==> src/rtl/control_unit_mc.sv <==
// control_unit_mc: multi-cycle control unit that fetches, decodes and sequences eight opcodes.
// Latency: MOV/ALU/JMP/NOP 3 cycles, LD/ST/LDI 4, STI 5 with zero-wait memories, +1 per wait cycle.
// Backpressure: holds in FETCH/IMM while i_Instr_Valid=0 and in MEM while i_Mem_Ready=0.
//
// Optional feature: define CU_HALT_EN to add the o_Halted port. In that build, a NOP whose
// Rx field is all ones parks the unit in HALT, and only Rst releases it.
//
// Ports:
//   Clk, Rst              rising-edge clock, synchronous active-high reset
//   i_Instruction         {op[2:0], Rx, Ry/f}, width 3+2*REG_AW; i_Instr_Valid qualifies it
//   i_Rx, Flags           jump target register value, condition flags {N,C,Z}
//   i_Mem_Ready           data memory completion
//   o_Fetch, o_Addres_Instr_Bus   instruction request and its address (PC)
//   o_Mem_Req, RW         data memory request, 1 = store
//   SelR, Sel_OP, Sel_Op_OutBus, Sel_DW   datapath selects
//   o_Imm                 latched immediate
module control_unit_mc #(
   parameter int DATA_W = 8,
   parameter int ADDR_W = 8,
   parameter int REG_AW = 3
) (
   input  logic                  Clk,
   input  logic                  Rst,
   input  logic [3+2*REG_AW-1:0] i_Instruction,
   input  logic                  i_Instr_Valid,
   input  logic [DATA_W-1:0]     i_Rx,
   input  logic [2:0]            Flags,
   input  logic                  i_Mem_Ready,
   output logic                  o_Fetch,
   output logic [ADDR_W-1:0]     o_Addres_Instr_Bus,
   output logic                  o_Mem_Req,
   output logic                  RW,
   output logic [2*REG_AW-1:0]   SelR,
   output logic [2:0]            Sel_OP,
   output logic [1:0]            Sel_Op_OutBus,
   output logic [2:0]            Sel_DW,
   output logic [DATA_W-1:0]     o_Imm
`ifdef CU_HALT_EN
   ,
   output logic                  o_Halted
`endif
);

   localparam int INSTR_W = 3 + 2*REG_AW;

   localparam logic [2:0] OP_LDI = 3'b000;
   localparam logic [2:0] OP_LD  = 3'b001;
   localparam logic [2:0] OP_STI = 3'b010;
   localparam logic [2:0] OP_ST  = 3'b011;
   localparam logic [2:0] OP_MOV = 3'b100;
   localparam logic [2:0] OP_ALU = 3'b101;
   localparam logic [2:0] OP_JMP = 3'b110;
   localparam logic [2:0] OP_NOP = 3'b111;

   typedef enum logic [2:0] {
      S_FETCH,
      S_DECODE,
      S_IMM,
      S_MEM,
      S_EXEC
`ifdef CU_HALT_EN
      ,
      S_HALT
`endif
   } state_t;

   state_t              state, state_nxt;
   logic [ADDR_W-1:0]   pc;
   logic [INSTR_W-1:0]  ir;
   logic [DATA_W-1:0]   imm_q;
   logic [2:0]          op;
   logic [2:0]          f;
   logic                jmp_cond;

   assign op = ir[INSTR_W-1 -: 3];
   assign f  = ir[2:0];

`ifdef CU_HALT_EN
   logic [REG_AW-1:0] rx_field;
   assign rx_field = ir[2*REG_AW-1 -: REG_AW];
`endif

   // Jump condition from the flags seen during EXEC: Flags = {N,C,Z}.
   always_comb begin
      jmp_cond = 1'b0;
      case (f)
         3'b000:  jmp_cond = 1'b1;
         3'b001:  jmp_cond = Flags[0];
         3'b010:  jmp_cond = !Flags[0];
         3'b011:  jmp_cond = Flags[1];
         3'b100:  jmp_cond = !Flags[1];
         3'b101:  jmp_cond = Flags[2];
         3'b110:  jmp_cond = !Flags[2];
         default: jmp_cond = 1'b0;
      endcase
   end

   always_ff @(posedge Clk) begin
      if (Rst) begin
         state <= S_FETCH;
         pc    <= '0;
         ir    <= '0;
         imm_q <= '0;
      end else begin
         state <= state_nxt;
         if (state == S_FETCH && i_Instr_Valid) begin
            ir <= i_Instruction;
            pc <= pc + ADDR_W'(1);
         end
         if (state == S_IMM && i_Instr_Valid) begin
            // Immediate is the low DATA_W bits of the word, zero-extended when the word is narrower.
            imm_q <= DATA_W'(i_Instruction);
            pc    <= pc + ADDR_W'(1);
         end
         if (state == S_EXEC && op == OP_JMP && jmp_cond)
            pc <= ADDR_W'(i_Rx);
      end
   end

   always_comb begin
      state_nxt          = state;
      o_Fetch            = 1'b0;
      o_Addres_Instr_Bus = '0;
      o_Mem_Req          = 1'b0;
      RW                 = 1'b0;
      SelR               = '0;
      Sel_OP             = 3'b000;
      Sel_Op_OutBus      = 2'b00;
      Sel_DW             = 3'b000;
      o_Imm              = imm_q;
`ifdef CU_HALT_EN
      o_Halted           = 1'b0;
`endif
      case (state)
         S_FETCH: begin
            o_Fetch            = 1'b1;
            o_Addres_Instr_Bus = pc;
            if (i_Instr_Valid) state_nxt = S_DECODE;
         end
         S_DECODE: begin
            SelR = ir[2*REG_AW-1:0];
            case (op)
               OP_LDI, OP_STI: state_nxt = S_IMM;
               OP_LD,  OP_ST:  state_nxt = S_MEM;
               default:        state_nxt = S_EXEC;
            endcase
         end
         S_IMM: begin
            SelR               = ir[2*REG_AW-1:0];
            o_Fetch            = 1'b1;
            o_Addres_Instr_Bus = pc;
            if (i_Instr_Valid) state_nxt = (op == OP_LDI) ? S_EXEC : S_MEM;
         end
         S_MEM: begin
            SelR      = ir[2*REG_AW-1:0];
            o_Mem_Req = 1'b1;
            RW        = (op == OP_STI) || (op == OP_ST);
            if (op == OP_STI)     Sel_Op_OutBus = 2'b10;
            else if (op == OP_ST) Sel_Op_OutBus = 2'b01;
            if (i_Mem_Ready) state_nxt = S_EXEC;
         end
         S_EXEC: begin
            SelR      = ir[2*REG_AW-1:0];
            state_nxt = S_FETCH;
            case (op)
               OP_LDI: Sel_DW = 3'b001;
               OP_LD:  Sel_DW = 3'b010;
               OP_MOV: Sel_DW = 3'b011;
               OP_ALU: begin
                  Sel_DW        = 3'b100;
                  Sel_OP        = f;
                  Sel_Op_OutBus = 2'b11;
               end
               default: ;
            endcase
`ifdef CU_HALT_EN
            if (op == OP_NOP && rx_field == '1) state_nxt = S_HALT;
`endif
         end
`ifdef CU_HALT_EN
         S_HALT: o_Halted = 1'b1;
`endif
         default: state_nxt = S_FETCH;
      endcase

      // While Rst is held every output is forced low, even though the state register already sits in FETCH.
      if (Rst) begin
         o_Fetch            = 1'b0;
         o_Addres_Instr_Bus = '0;
         o_Mem_Req          = 1'b0;
         RW                 = 1'b0;
         SelR               = '0;
         Sel_OP             = 3'b000;
         Sel_Op_OutBus      = 2'b00;
         Sel_DW             = 3'b000;
         o_Imm              = '0;
`ifdef CU_HALT_EN
         o_Halted           = 1'b0;
`endif
      end
   end

endmodule

==> config.mk <==
export PLATFORM = sky130hd
export DESIGN_NAME = control_unit_mc
export DESIGN_NICKNAME = d
export VERILOG_FILES = /design/src/rtl/control_unit_mc.sv
export SDC_FILE = /design/constraint.sdc
export NUM_CORES = 1
export LEC_CHECK = 0
export ABC_CLOCK_PERIOD_IN_PS = 2350
export BUFFER_PORTS_ARGS = -buffer_cell sky130_fd_sc_hd__buf_2
export CAP_MARGIN = 5
export CORE_MARGIN = 4
export CORE_UTILIZATION = 40
export DETAILED_ROUTE_END_ITERATION = 16
export HOLD_SLACK_MARGIN = 0.08
export PLACE_DENSITY_LB_ADDON = 0.2
export SLEW_MARGIN = 20
export SYNTH_ARGS = -nofsm -noshare
export SYNTH_HDL_FRONTEND = slang
export SYNTH_SLANG_ARGS = --single-unit
==> constraint.sdc <==
create_clock -name Clk -period 2.35 [get_ports Clk]
set_input_delay 0.3525 -clock Clk [delete_from_list [all_inputs] [get_ports Clk]]
set_output_delay 0.3525 -clock Clk [all_outputs]
set_load 0.005 [all_outputs]
=== After elaboration in Yosys (flattened, before gate mapping) ===
Cells that the tools add are included.

* Bits in registers: 28
* Word-level logic and storage cells: 73

* Add/subtract/negate cells: 1
* Equality and inequality tests: 19
* Mux-type cells: 32
* Reduce and logical (&&, ||, !) cells: 17

{| class="wikitable"
|+ Operators by type and width
! cell !! count
|-
| two-way mux 8 bit || 6
|-
| two-way mux 3 bit || 9
|-
| one-hot mux 3 bit (4 select lines) || 2
|-
| equality test 3 bit, second input constant || 7
|-
| equality test 3 x 2 -> 1 bit, second input constant || 6
|-
| two-way mux 6 bit || 2
|-
| equality test 3 x 1 -> 1 bit, second input constant || 3
|-
| logical NOT 3 bit || 3
|-
| adder 8 x 1 -> 8 bit, second input constant || 1
|-
| two-way mux 1 bit || 7
|-
| one-hot mux 1 bit (7 select lines) || 1
|-
| two-way mux 2 bit || 3
|-
| inequality test 2 bit, second input constant || 3
|-
| one-hot mux 3 bit (2 select lines) || 1
|-
| OR reduction 2 bit || 3
|-
| logical AND 1 bit || 4
|-
| one-hot mux 2 bit (2 select lines) || 1
|-
| OR reduction 4 bit || 1
|-
| logical NOT 1 bit || 3
|-
| AND reduction 3 bit || 1
|-
| nonzero test 3 bit || 1
|-
| logical OR 1 bit || 1
|}

=== Longest topological paths before layout ===
* Word-level depth: 5
* Depth in mapped cells: 5

=== Least setup slack after synthesis ===
OpenSTA, ideal clock, no wires.

* Kind: register -> output
* Start: register state[2]
* End: output port Sel_OP[0]
* Data arrival time: 1.578 ns
* Path slack: 0.419 ns
* Cell stages (with the launch flop): 5
* Path buffers: 0
* Path through: dfxtp_1 -> or3b_4 -> or3_1 -> nor2_1 -> and2_1

* Longest elaborated chain between the ends: 3

{| class="wikitable"
|+ Ends and longest elaborated chain
! item !! RTL line !! source
|-
| start: declaration || 67 || <nowiki>state_t state, state_nxt;</nowiki>
|-
| start signal: assignment || 105 || <nowiki>state <= state_nxt;</nowiki>
|-
| equality test 3 bit || 134 || <nowiki>case (state)</nowiki>
|-
| two-way mux 3 bit || 134 ||
|-
| two-way mux 3 bit || 187 || <nowiki>if (Rst) begin</nowiki>
|-
| end: declaration || 34 || <nowiki>output logic [2:0] Sel_OP,</nowiki>
|}

No other way between the ends.

=== Final worst setup path ===
* Start: register state[1]
* End: output port Sel_OP[2]

Same word-level chain as after synthesis.

==> key figures <==
CTS
  – Clock tree sinks: 28
  – Hold_buf cts: 0
  – Clock latency at the later pin of the worst-skew pair: between 200 and 300 ps
  – Bufs on Longest Clock Path: 2
  – Library cell used as clock root buffer: sky130_fd_sc_hd__clkbuf_8
  – Clock transition at the registers of the reported paths: 90 ps
  – Number of clock buffers inserted by TritonCTS: 3
  – Post-CTS Repair Setup Buffers: 0
  – CTS tree: built
  – Number of H-tree branching levels: 1

Power
  – Power per standard cell area: ~550 nW/um^2
  – Leakage Power: roughly 0.90 nW
  – Max VDD drop: 0.000368 V

Floorplanning
  – Total die area: approximately 5100 sq um
  – Count of pins on the block boundary: 57
  – Starting utilization of the core area: between 40 and 50%
  – Vert. Die Dim: 71.7 um
  – Cell row count: 22
  – Die outline width: 71.7 um
  – Core Footprint: 3800 sq um

Global routing
  – Largest net degree at the start of global routing: 27
  – Overall track demand over capacity in global routing: roughly 15%
  – GRT overflow: 0
  – First-pass GRT wire length: 6310 um
  – Antenna violations before repair: 0
  – Vias in the first global route: ~1.4k

STA
  – Post-Route Setup TNS: 0 ps
  – Hold Fails Final Rpt: 0
  – Worst rel slew slack: roughly three fifths
  – Final-report setup violation count: 0
  – Clock Skews: ~1.1 ps
  – RSZ-0062 raised after global routing: false
  – Post-route worst setup slack: about 100 ps
  – Clock period minus final worst setup slack: approximately 2200 ps
  – Number of max-slew violations in the final report: 0
  – Hold WS: 304 ps
  – FMAX: between 400 and 500 MHz
  – Share of the clock period used by the worst path: a little over nine tenths
  – Slew @ Worst Pin: around 600 ps

Synthesis
  – Average cell area after synthesis: roughly 7.6 sq um
  – Share of synthesized area spent on multiplexers: roughly 4.2%
  – Combinational family with the most area after synthesis: simple AND/OR/NAND/NOR gates
  – Mapped Nets: around 240
  – Number of synthesis warnings: 0
  – Share of the yosys chip area belonging to registers: between 30% and 40%
  – Adder and majority gate portion of the synthesized area: less than 1%
  – Distinct cells, synth: 39
  – Yosys reg bits: 28
  – Number of cells produced by synthesis: roughly 210
  – Area share of xor/xnor cells in the synthesized design: under 10%
  – Number of enable flip-flop cells after synthesis: 0
  – Compound-gate portion of the synthesized area: around 17%
  – Cell Area, Synth: roughly 1600 sq um
  – Simple-gate portion of the synthesized area: about two fifths
  – Synth async-reset ratio: 0%
  – Top flip-flop cell by instance count after synthesis: sky130_fd_sc_hd__dfxtp_1

Routing
  – Violation count after the first detailed-route iteration: 74
  – Total wire length: 3920 um
  – Number of routed nets with antenna violations: 0
  – Number of remaining DRC errors: 0
  – Via density: between 5 and 6
  – Number of detailed-routing iterations run before antenna repair: 4
  – Post-DR wirelength/cell: approximately 12 um
  – Total number of vias: roughly 1.6k

Layout
  – Antenna cells: 0
  – Most frequent cells in the layout: sky130_fd_sc_hd__buf_2, sky130_fd_sc_hd__nand2_1, sky130_fd_sc_hd__dfxtp_1
  – Most frequent standard cell in the layout excluding fill and tap cells: sky130_fd_sc_hd__buf_2
  – Layout cells sized above 1: between 20% and 30%
  – Filler cell count: ~400
  – Layout Area Growth over Synthesis: 24.8%
  – Fin nets: around 290

Worst setup path
  – Worst Path Arrival: 1890 ps
  – FF-to-FF setup slack: 380 ps
  – Type of origin of the critical path: register
  – Max Fanout on Critical Path: 13
  – Data required time of the critical path: 2000 ps
  – Kind of capture point of the worst setup path: primary output
  – Type of the setup path with the least slack: register to primary output

Worst hold path
  – Hold Crit Class: input port to register

Place
  – Pre-CTS setup slack: about 280 ps
  – Number of buffers added on ports: between 50 and 60
  – RD Place Congestion: 0.725
  – Half-perimeter wire length after placement: 2910 um

Run status
  – Run status: completed

Job
  – Count of maximum capacitance violations: 0
[routing by layer]
layer	wire length, um	share of wire, %	vias to the layer above	track usage [%]
li1	-	-	835	-
met1	1780	45	711	19.5
met2	1870	48	45	25.3
met3	245	6.3	2	3.93
met4	27	0.69	0	3.13
met5	0	0	-	0
[path summary, 6_finish.rpt]
check,depth (start not counted),startpoint,endpoint
worst min-delay path,3,i_Instruction[8],ir[8]$_SDFFE_PP0P_
worst min register to register,2,ir[4]$_SDFFE_PP0P_,ir[4]$_SDFFE_PP0P_
worst max-delay path,5,state[1]$_SDFFE_PP0P_,Sel_OP[2]
worst max register to register,4,state[1]$_SDFFE_PP0P_,pc[1]$_SDFFE_PP0P_
[what timing repair did]
| action | 4_1_cts | 5_1_grt |
|---|---|---|
| endpoints found under the hold margin | 0 | 0 |
| gates resized for setup | 1 | 2 |
| cloned | 0 | 0 |
| setup endpoints to repair | 3 | 5 |
[through the flow]
step / instances / util [%] / instance area, sq um / total power [mW]
CTS: 314 / 53.1 / 2020 / 1.12
finish: 314 / 53.3 / 2020 / 1.10
detailed placement: 310 / 51.2 / 1940 / 0.736
global placement: 310 / 51.2 / 1940 / 0.735
floorplan: 214 / - / 1620 / 0.669
global route: 314 / 53.3 / 2020 / 1.17
[cell type report]
| cell class | instances | area, sq um | share of cell area, % |
|---|---|---|---|
| clock inverters | 1 | 30.0 | 1.48 |
| flip-flops and latches | 28 | 562 | 27.8 |
| repair buffers | 59 | 303 | 15.0 |
| well taps | 48 | 60.1 | 2.97 |
| inverters | 2 | 7.51 | 0.371 |
| multi-input cells | 173 | 1020 | 50.4 |
| clock buffers | 3 | 41.3 | 2.04 |
[cells in the mapped netlist (2+ instances only)]
| cell type | n | area share, % |
|---|---|---|
| sky130_fd_sc_hd__a21oi_1 | 24 | 7.4 |
| sky130_fd_sc_hd__nor2b_1 | 16 | 6.2 |
| sky130_fd_sc_hd__and3_1 | 2 | 0.77 |
| sky130_fd_sc_hd__dfxtp_1 | 28 | 35 |
| sky130_fd_sc_hd__xor2_1 | 2 | 1.1 |
| sky130_fd_sc_hd__and2_1 | 18 | 6.9 |
| sky130_fd_sc_hd__xnor2_1 | 2 | 1.1 |
| sky130_fd_sc_hd__inv_1 | 2 | 0.46 |
| sky130_fd_sc_hd__nand2b_1 | 2 | 0.77 |
| sky130_fd_sc_hd__or3_1 | 3 | 1.2 |
| sky130_fd_sc_hd__nand3_1 | 3 | 0.93 |
| sky130_fd_sc_hd__nor2_1 | 12 | 2.8 |
| sky130_fd_sc_hd__nand2_1 | 42 | 9.7 |
| sky130_fd_sc_hd__clkbuf_1 | 10 | 2.3 |
| sky130_fd_sc_hd__o21bai_1 | 2 | 0.93 |
| sky130_fd_sc_hd__nor3_1 | 8 | 2.5 |
| sky130_fd_sc_hd__o21ai_0 | 7 | 2.2 |
| sky130_fd_sc_hd__a21o_1 | 2 | 0.93 |
| sky130_fd_sc_hd__a2111oi_0 | 2 | 1.1 |
| sky130_fd_sc_hd__mux2_2 | 6 | 4.2 |
| sky130_fd_sc_hd__and3b_1 | 3 | 1.6 |
[critical path, stage by stage, from the launching register on]
cell and delay (ps):
sky130_fd_sc_hd__dfxtp_2 390, sky130_fd_sc_hd__or3b_4 400, sky130_fd_sc_hd__or3_1 400, sky130_fd_sc_hd__nor2_4 190, sky130_fd_sc_hd__and2_1 140, sky130_fd_sc_hd__buf_2 100
[where the power goes]
part           switching [mW]  leakage (nW)  total, mW  internal [mW]
clock                   0.151        0.0357      0.379          0.228
sequential             0.0344         0.228      0.537          0.502
combinational           0.106         0.638      0.188         0.0822
[cell families (layout without fill, tap and decap cells)]
family | count (synthesis) | after routing
XOR/XNOR | 4 | 4
AND/OR/NAND/NOR | 118 | 118
AO/OA/AOI/OAI | 44 | 44
buffers and inverters | 13 | 65
flip-flops | 28 | 28
multiplexers | 6 | 6
adder cells (fa/ha/maj) | 1 | 1
[state kept, by name (all words and copies together) (netlist names)]
| register | flops |
|---|---|
| imm_q | 8 |
| ir | 9 |
| pc | 8 |
| state | 3 |
Power figures use the tool's default switching activity.
